===== src/rtl/hilo_ctrl_if.sv =====
// HI/LO sequencer bus: EX-stage op request plus stall and HI/LO write port.
// master = pipeline side, slave = hilo_ctrl.
interface hilo_ctrl_if;
   logic        op_valid;
   logic [2:0]  op;
   logic [31:0] src_a;
   logic [31:0] src_b;
   logic        flush;
   logic        stall;
   logic [1:0]  hilo_we;
   logic [31:0] hi_wdata;
   logic [31:0] lo_wdata;

   modport master (
      output op_valid, op, src_a, src_b, flush,
      input  stall, hilo_we, hi_wdata, lo_wdata
   );

   modport slave (
      input  op_valid, op, src_a, src_b, flush,
      output stall, hilo_we, hi_wdata, lo_wdata
   );
endinterface


===== src/rtl/hilo_ctrl.sv =====
// HI/LO sequencer: registered multiply, 32-step restoring divide, MTHI/MTLO.
// Optional macro HILO_DIV_EARLY_EXIT_EN: finish a divide at once when |a| < |b|.
module hilo_ctrl (
   input  logic        clk,
   input  logic        rst,
   hilo_ctrl_if.slave  bus
);

   localparam logic [2:0] OP_MULT  = 3'b001;
   localparam logic [2:0] OP_MULTU = 3'b010;
   localparam logic [2:0] OP_DIV   = 3'b011;
   localparam logic [2:0] OP_DIVU  = 3'b100;
   localparam logic [2:0] OP_MTHI  = 3'b101;
   localparam logic [2:0] OP_MTLO  = 3'b110;

   typedef enum logic [1:0] {S_IDLE, S_MUL, S_DIV, S_DONE} state_t;

   state_t       r_state;
   state_t       w_state_nx;
   logic [4:0]   r_cnt;
   logic [31:0]  r_a;
   logic [31:0]  r_b;
   logic [31:0]  r_quo;
   logic [32:0]  r_rem;
   logic [31:0]  r_hi;
   logic [31:0]  r_lo;
   logic         r_msign;
   logic         r_neg_q;
   logic         r_neg_r;

   logic         w_acc_mul;
   logic         w_acc_div;
   logic         w_acc_dz;
   logic         w_acc_ee;
   logic         w_dsign;
   logic [31:0]  w_mag_a;
   logic [31:0]  w_mag_b;
   logic         w_early;
   logic signed [63:0] w_ma;
   logic signed [63:0] w_mb;
   logic signed [63:0] w_prod;
   logic [32:0]  w_rem_sh;
   logic         w_ge;
   logic [32:0]  w_rem_nx;
   logic [31:0]  w_quo_nx;

   function automatic logic [31:0] fix_sign(input logic [31:0] v, input logic neg);
      return neg ? (~v + 32'd1) : v;
   endfunction

   assign w_dsign = (bus.op == OP_DIV);
   assign w_mag_a = (w_dsign && bus.src_a[31]) ? (~bus.src_a + 32'd1) : bus.src_a;
   assign w_mag_b = (w_dsign && bus.src_b[31]) ? (~bus.src_b + 32'd1) : bus.src_b;

`ifdef HILO_DIV_EARLY_EXIT_EN
   assign w_early = (w_mag_a < w_mag_b);
`else
   assign w_early = 1'b0;
`endif

   // Multiplier operands are sign- or zero-extended so one signed multiply covers both forms
   assign w_ma   = {{32{r_msign & r_a[31]}}, r_a};
   assign w_mb   = {{32{r_msign & r_b[31]}}, r_b};
   assign w_prod = w_ma * w_mb;

   // r_quo doubles as the dividend shift register; quotient bits enter at the LSB
   assign w_rem_sh = {r_rem[31:0], r_quo[31]};
   assign w_ge     = r_rem[32] | (w_rem_sh >= {1'b0, r_b});
   assign w_rem_nx = w_ge ? (w_rem_sh - {1'b0, r_b}) : w_rem_sh;
   assign w_quo_nx = {r_quo[30:0], w_ge};

   always_comb begin
      w_state_nx   = r_state;
      bus.stall    = 1'b0;
      bus.hilo_we  = 2'b00;
      bus.hi_wdata = r_hi;
      bus.lo_wdata = r_lo;
      w_acc_mul    = 1'b0;
      w_acc_div    = 1'b0;
      w_acc_dz     = 1'b0;
      w_acc_ee     = 1'b0;

      case (r_state)
         S_IDLE: begin
            if (bus.op_valid) begin
               case (bus.op)
                  OP_MTHI: begin
                     bus.hilo_we  = 2'b11;
                     bus.hi_wdata = bus.src_a;
                  end
                  OP_MTLO: begin
                     bus.hilo_we  = 2'b10;
                     bus.lo_wdata = bus.src_a;
                  end
                  OP_MULT, OP_MULTU: begin
                     bus.stall  = 1'b1;
                     w_acc_mul  = 1'b1;
                     w_state_nx = S_MUL;
                  end
                  OP_DIV, OP_DIVU: begin
                     bus.stall = 1'b1;
                     if (bus.src_b == 32'd0) begin
                        w_acc_dz   = 1'b1;
                        w_state_nx = S_DONE;
                     end else if (w_early) begin
                        w_acc_ee   = 1'b1;
                        w_state_nx = S_DONE;
                     end else begin
                        w_acc_div  = 1'b1;
                        w_state_nx = S_DIV;
                     end
                  end
                  default: ;
               endcase
            end
         end
         S_MUL: begin
            bus.stall  = 1'b1;
            w_state_nx = S_DONE;
         end
         S_DIV: begin
            bus.stall = 1'b1;
            if (r_cnt == 5'd31) w_state_nx = S_DONE;
         end
         S_DONE: begin
            bus.hilo_we = 2'b01;
            w_state_nx  = S_IDLE;
         end
         default: w_state_nx = S_IDLE;
      endcase

      if (bus.flush) begin
         w_state_nx  = S_IDLE;
         bus.stall   = 1'b0;
         bus.hilo_we = 2'b00;
         w_acc_mul   = 1'b0;
         w_acc_div   = 1'b0;
         w_acc_dz    = 1'b0;
         w_acc_ee    = 1'b0;
      end

      // Outputs are held quiet for the whole reset window
      if (!rst) begin
         bus.stall    = 1'b0;
         bus.hilo_we  = 2'b00;
         bus.hi_wdata = 32'd0;
         bus.lo_wdata = 32'd0;
      end
   end

   always_ff @(posedge clk) begin
      if (!rst) begin
         r_state <= S_IDLE;
         r_cnt   <= 5'd0;
         r_a     <= 32'd0;
         r_b     <= 32'd0;
         r_quo   <= 32'd0;
         r_rem   <= 33'd0;
         r_hi    <= 32'd0;
         r_lo    <= 32'd0;
         r_msign <= 1'b0;
         r_neg_q <= 1'b0;
         r_neg_r <= 1'b0;
      end else begin
         r_state <= w_state_nx;

         if (w_acc_mul) begin
            r_a     <= bus.src_a;
            r_b     <= bus.src_b;
            r_msign <= (bus.op == OP_MULT);
         end

         if (w_acc_dz) begin
            r_hi <= bus.src_a;
            r_lo <= 32'hFFFF_FFFF;
         end

         if (w_acc_ee) begin
            r_hi <= bus.src_a;
            r_lo <= 32'd0;
         end

         if (w_acc_div) begin
            r_quo   <= w_mag_a;
            r_b     <= w_mag_b;
            r_rem   <= 33'd0;
            r_cnt   <= 5'd0;
            r_neg_q <= w_dsign & (bus.src_a[31] ^ bus.src_b[31]);
            r_neg_r <= w_dsign & bus.src_a[31];
         end

         if (r_state == S_MUL && !bus.flush) begin
            r_hi <= w_prod[63:32];
            r_lo <= w_prod[31:0];
         end

         // Final iteration lands the sign-corrected results directly in HI/LO
         if (r_state == S_DIV && !bus.flush) begin
            r_rem <= w_rem_nx;
            r_quo <= w_quo_nx;
            r_cnt <= r_cnt + 5'd1;
            if (r_cnt == 5'd31) begin
               r_hi <= fix_sign(w_rem_nx[31:0], r_neg_r);
               r_lo <= fix_sign(w_quo_nx, r_neg_q);
            end
         end
      end
   end

endmodule


===== src/flat_wrapper.sv =====
// flat-port wrapper written by rule: the top's interface ports become plain ports
module hilo_ctrl_flat 
  (clk, rst, bus_op_valid, bus_op, bus_src_a, bus_src_b, bus_flush, bus_stall, bus_hilo_we, bus_hi_wdata, bus_lo_wdata);
  hilo_ctrl_if bus_i ();
  input  logic clk;
  input  logic rst;
  input wire logic [$bits(bus_i.op_valid)-1:0] bus_op_valid;
  input wire logic [$bits(bus_i.op)-1:0] bus_op;
  input wire logic [$bits(bus_i.src_a)-1:0] bus_src_a;
  input wire logic [$bits(bus_i.src_b)-1:0] bus_src_b;
  input wire logic [$bits(bus_i.flush)-1:0] bus_flush;
  output wire logic [$bits(bus_i.stall)-1:0] bus_stall;
  output wire logic [$bits(bus_i.hilo_we)-1:0] bus_hilo_we;
  output wire logic [$bits(bus_i.hi_wdata)-1:0] bus_hi_wdata;
  output wire logic [$bits(bus_i.lo_wdata)-1:0] bus_lo_wdata;
  assign bus_i.op_valid = bus_op_valid;
  assign bus_i.op = bus_op;
  assign bus_i.src_a = bus_src_a;
  assign bus_i.src_b = bus_src_b;
  assign bus_i.flush = bus_flush;
  assign bus_stall = bus_i.stall;
  assign bus_hilo_we = bus_i.hilo_we;
  assign bus_hi_wdata = bus_i.hi_wdata;
  assign bus_lo_wdata = bus_i.lo_wdata;
  hilo_ctrl u_core (.clk(clk), .rst(rst), .bus(bus_i));
endmodule

===== config.mk =====
export PLATFORM = sky130hd
export DESIGN_NAME = hilo_ctrl_flat
export DESIGN_NICKNAME = d
export VERILOG_FILES = /design/src/rtl/hilo_ctrl_if.sv /design/src/rtl/hilo_ctrl.sv /design/src/flat_wrapper.sv
export SDC_FILE = /design/constraint.sdc
export NUM_CORES = 2
export LEC_CHECK = 0
export BUFFER_PORTS_ARGS = -buffer_cell sky130_fd_sc_hd__clkbuf_2
export CAP_MARGIN = 15
export CORE_ASPECT_RATIO = 1.5
export CORE_MARGIN = 2
export CORE_UTILIZATION = 56
export DETAILED_ROUTE_END_ITERATION = 6
export PLACE_DENSITY = 0.73
export SLEW_MARGIN = 20
export SYNTH_ARGS = -nofsm -noshare
export SYNTH_HDL_FRONTEND = slang
export SYNTH_SLANG_ARGS = --single-unit

===== constraint.sdc =====
create_clock -name clk -period 8.11 [get_ports clk]
set_clock_uncertainty 0.05 [all_clocks]
set_input_delay 1.622 -clock clk [delete_from_list [all_inputs] [get_ports clk]]
set_output_delay 1.622 -clock clk [all_outputs]
set_load 0.03 [all_outputs]

==> qor.txt <==
Post-synth top cells -> inv_1 (1164), fa_1 (1126), nand2_1 (1123), and2_1 (368), clkbuf_1 (365)
Fin. Hold Viols -> 0
sw frac -> 40.6%
WP data required -> 8550 ps
Seq pwr share -> 29.8%
Slew Limit Headroom -> 34.2%
hold path startpoint -> u_core.r_cnt[4]
mux contribution to synthesized area -> 0.498%
CTS hold repair buffers -> 0
fraction of registers with async set/reset -> 0%
Final min period -> 7950 ps
crit path launch -> u_core.r_b[20]
reg2reg start -> u_core.r_b[20]
register area share after synthesis -> 7.78%
setup slack at placement -> -282 ps
Global Route met3 Usage -> 4.90%
Comb pwr share -> 38.7%
PortBufs -> 137
layout cells sized above 1 -> 10.3%
GR Util met2 -> 58.2%
final wirelength -> 165000 um
xor/xnor share of the synthesized area -> 3.44%
Max-Cap Viols -> 0
total track usage -> 34.3%
Post-synth EDFFs -> 0
fin worst setup slack -> 165 ps
Worst Max-Slew Pin Slew -> 988 ps
crit-path max cell delay -> 530 ps
Die Y -> 378 um
final setup TNS -> 0 ps
worst hold stages -> 2
most common cell in the netlist -> inv_1
vias in the first global route -> 46.4k
drc violations -> 0
Yosys reg bits -> 203
DR vias -> 44.0k
GRT Max-Usage Layer -> met2
grt ovf -> 0
Final Setup Violations -> 0
# rows -> 137
GP Congestion -> 1.04
crit path launch type -> register
RR Endpoint -> u_core.r_hi[16]
Hold Path Class -> register to register
post-layout util -> 62.1%
Worst EP arrival -> 8380 ps
Starting DRT DRC Count -> 3663
antenna viol nets, final -> 0
Reg clk slew, reported paths -> 70 ps
worst-path fanout max -> 33
synthesized area per cell -> 8.40 sq um
Crit Path Category -> register to register
DPL Wire Length -> 131000 um
CTS Buffer Depth -> 3
Crit-path slowest cell -> fa_1
CTS root buffer -> clkbuf_16
Vias/cell -> 5.81
Syn Std Cell Area -> 52200 sq um
most used cell, CP -> fa_1
final critical-path share of the clock period -> 98.0%
PwrDens -> 62.3 nW/um^2
CTS tree -> built
largest net degree at the start of global routing -> 119
leakage power -> 27.4 nW
outcome -> finished clean
compound-cell area share of the yosys netlist -> 10.1%
Ys Warns -> 0
Hold EP -> u_core.r_cnt[4]
core footprint -> 92700 sq um
GR Util met1 -> 40.4%
per-cell routed wire length -> 21.8 um
Synth Area in Simple Gates -> 17.6%
Sw Pwr -> 1.46 mW
fin nets -> 7762
Area Growth Syn to Fin -> 10.3%
Critical Path End Type -> register
Max Clk Rate -> 126 MHz
area share of fa/ha/maj cells after synthesis -> 49.3%
design area -> 57600 sq um
DIE AREA -> 95800 sq um
Clk pwr share -> 31.4%
flop-to-flop setup slack -> 160 ps
die width -> 253 um
first-pass detailed-route iteration total -> 6
io pins -> 138
largest family of logic cells by synthesized area -> adder cells
Top FF cell, synth -> dfxtp_1
Synth area leader -> fa_1
initial antenna violation count -> 9
Unique masters post-synth -> 91
Initial Util -> 56.3%
Worst-Skew Late Latency -> 570 ps
net count after synthesis -> 7667
Clock Sinks -> 203
cells on worst reg2reg path -> 28
Final Max Slew Viols -> 0
Cells after Synth -> 6215
top cells by area, synth -> fa_1 (43%), inv_1 (8.4%), nand2_1 (8.1%), dfxtp_1 (7.8%), ha_1 (6.1%)
share of the synthesized area in the top cell type -> 43.2%
CTS buffer count -> 23
level count of the clock H-tree -> 1
Internal -> 2.13 mW
WHS -> 427 ps
Max IR drop VDD -> 0.000154 V
Placed Area -> 55900 sq um
global-route wire length before repair -> 253000 um
## how the worst max path moves through the flow
stage                            to  slack [ps]  depth (start not counted)
global placement    u_core.r_hi[24]        -300                         27
detailed placement  u_core.r_hi[24]        -280                         28
global route        u_core.r_hi[15]         -30                         30
floorplan           u_core.r_hi[31]         110                         29
CTS                 u_core.r_hi[24]           5                         27
finish              u_core.r_hi[16]         160                         28
## critical path: cells and delay by family (launching register included)
kind,cells,cell delay (ps)
AOI/OAI and AO/OA,7,1130
xor gates and xnor gates,1,390
adders and majority gates,9,4360
buffers and inverters,7,690
DFF,1,380
and+or+nand+nor,4,830
## timing repair
| item | 4_1_cts | 5_1_grt |
|---|---|---|
| endpoints found under the setup margin | 26 | 28 |
| resized for setup | 23 | 110 |
| pin swaps | 1 | 34 |
| cloned | 0 | 12 |
| buffers inserted | 0 | 18 |
## routing by layer
metal	part of all wire [%]	up-vias	wire [um]
li1	-	19200	-
met1	34	22100	56600
met2	49	2121	80400
met3	8.5	591	14000
met4	8.6	8	14300
met5	0.033	-	55
## area by class of cell
type	count	area, sq um
diodes	5	12.5
clock buffers	32	659
clock inverters	8	114
fillers	7914	35100
inverters	1166	4390
multi-input cells	4456	42700
flip-flops and latches	203	4160
well taps	1251	1570
repair buffers	460	4010
## cell usage in the layout (no fill, tap or decap), types with 20 or more instances in the layout
cell and n:
a31oi_1 61, fa_1 1117, o31ai_1 31, mux2i_1 26, clkbuf_2 137, dfxtp_4 21, nand3_1 55, o211ai_1 31
nor2_1 238, and2_1 366, inv_1 1159, buf_12 54, a21oi_1 281, a22oi_1 23, nand2b_1 20, buf_4 253
xnor2_1 139, nand2_1 1122, ha_1 251, dfxtp_1 167, o21ai_0 113, clkbuf_16 35, nor3_1 50, a21o_1 51
a211oi_1 55, and3_1 30, xor2_1 60, o21a_1 24
## power groups by stage
stage / logic (mW) / clock network, mW / registers, mW
3_3_place_gp: 1.30 / 0 / 1.09
6_report: 1.39 / 1.13 / 1.07
2_1_floorplan: 0.829 / 0 / 1.07
5_1_grt: 1.48 / 1.17 / 1.07
3_5_place_dp: 1.31 / 0 / 1.09
4_1_cts: 1.32 / 1.13 / 1.07
## logic make-up (layout without fill, tap and decap cells)
| family | after synthesis | after routing |
|---|---|---|
| AO/OA/AOI/OAI | 822 | 822 |
| buffers and inverters | 1556 | 1666 |
| multiplexers | 26 | 26 |
| flip-flops | 203 | 203 |
| XOR/XNOR | 205 | 205 |
| AND/OR/NAND/NOR | 2022 | 2022 |
| adder cells (fa/ha/maj) | 1381 | 1381 |
| other | 0 | 5 |
## stage by stage
stage,power [mW],cells
6_report,3.59,7581
5_1_grt,3.72,7581
4_1_cts,3.51,7546
3_5_place_dp,2.39,7506
3_3_place_gp,2.39,7506
2_1_floorplan,1.90,6215
## sequential cells by signal, indices dropped and copies added (netlist names)
name / flops
u_core.r_lo: 32
u_core.r_state: 2
u_core.r_neg_r: 1
u_core.r_msign: 1
u_core.r_rem: 33
u_core.r_b: 32
u_core.r_cnt: 5
u_core.r_a: 32
u_core.r_quo: 32
u_core.r_neg_q: 1
u_core.r_hi: 32
Note: power is estimated with default switching activity, not from simulation.
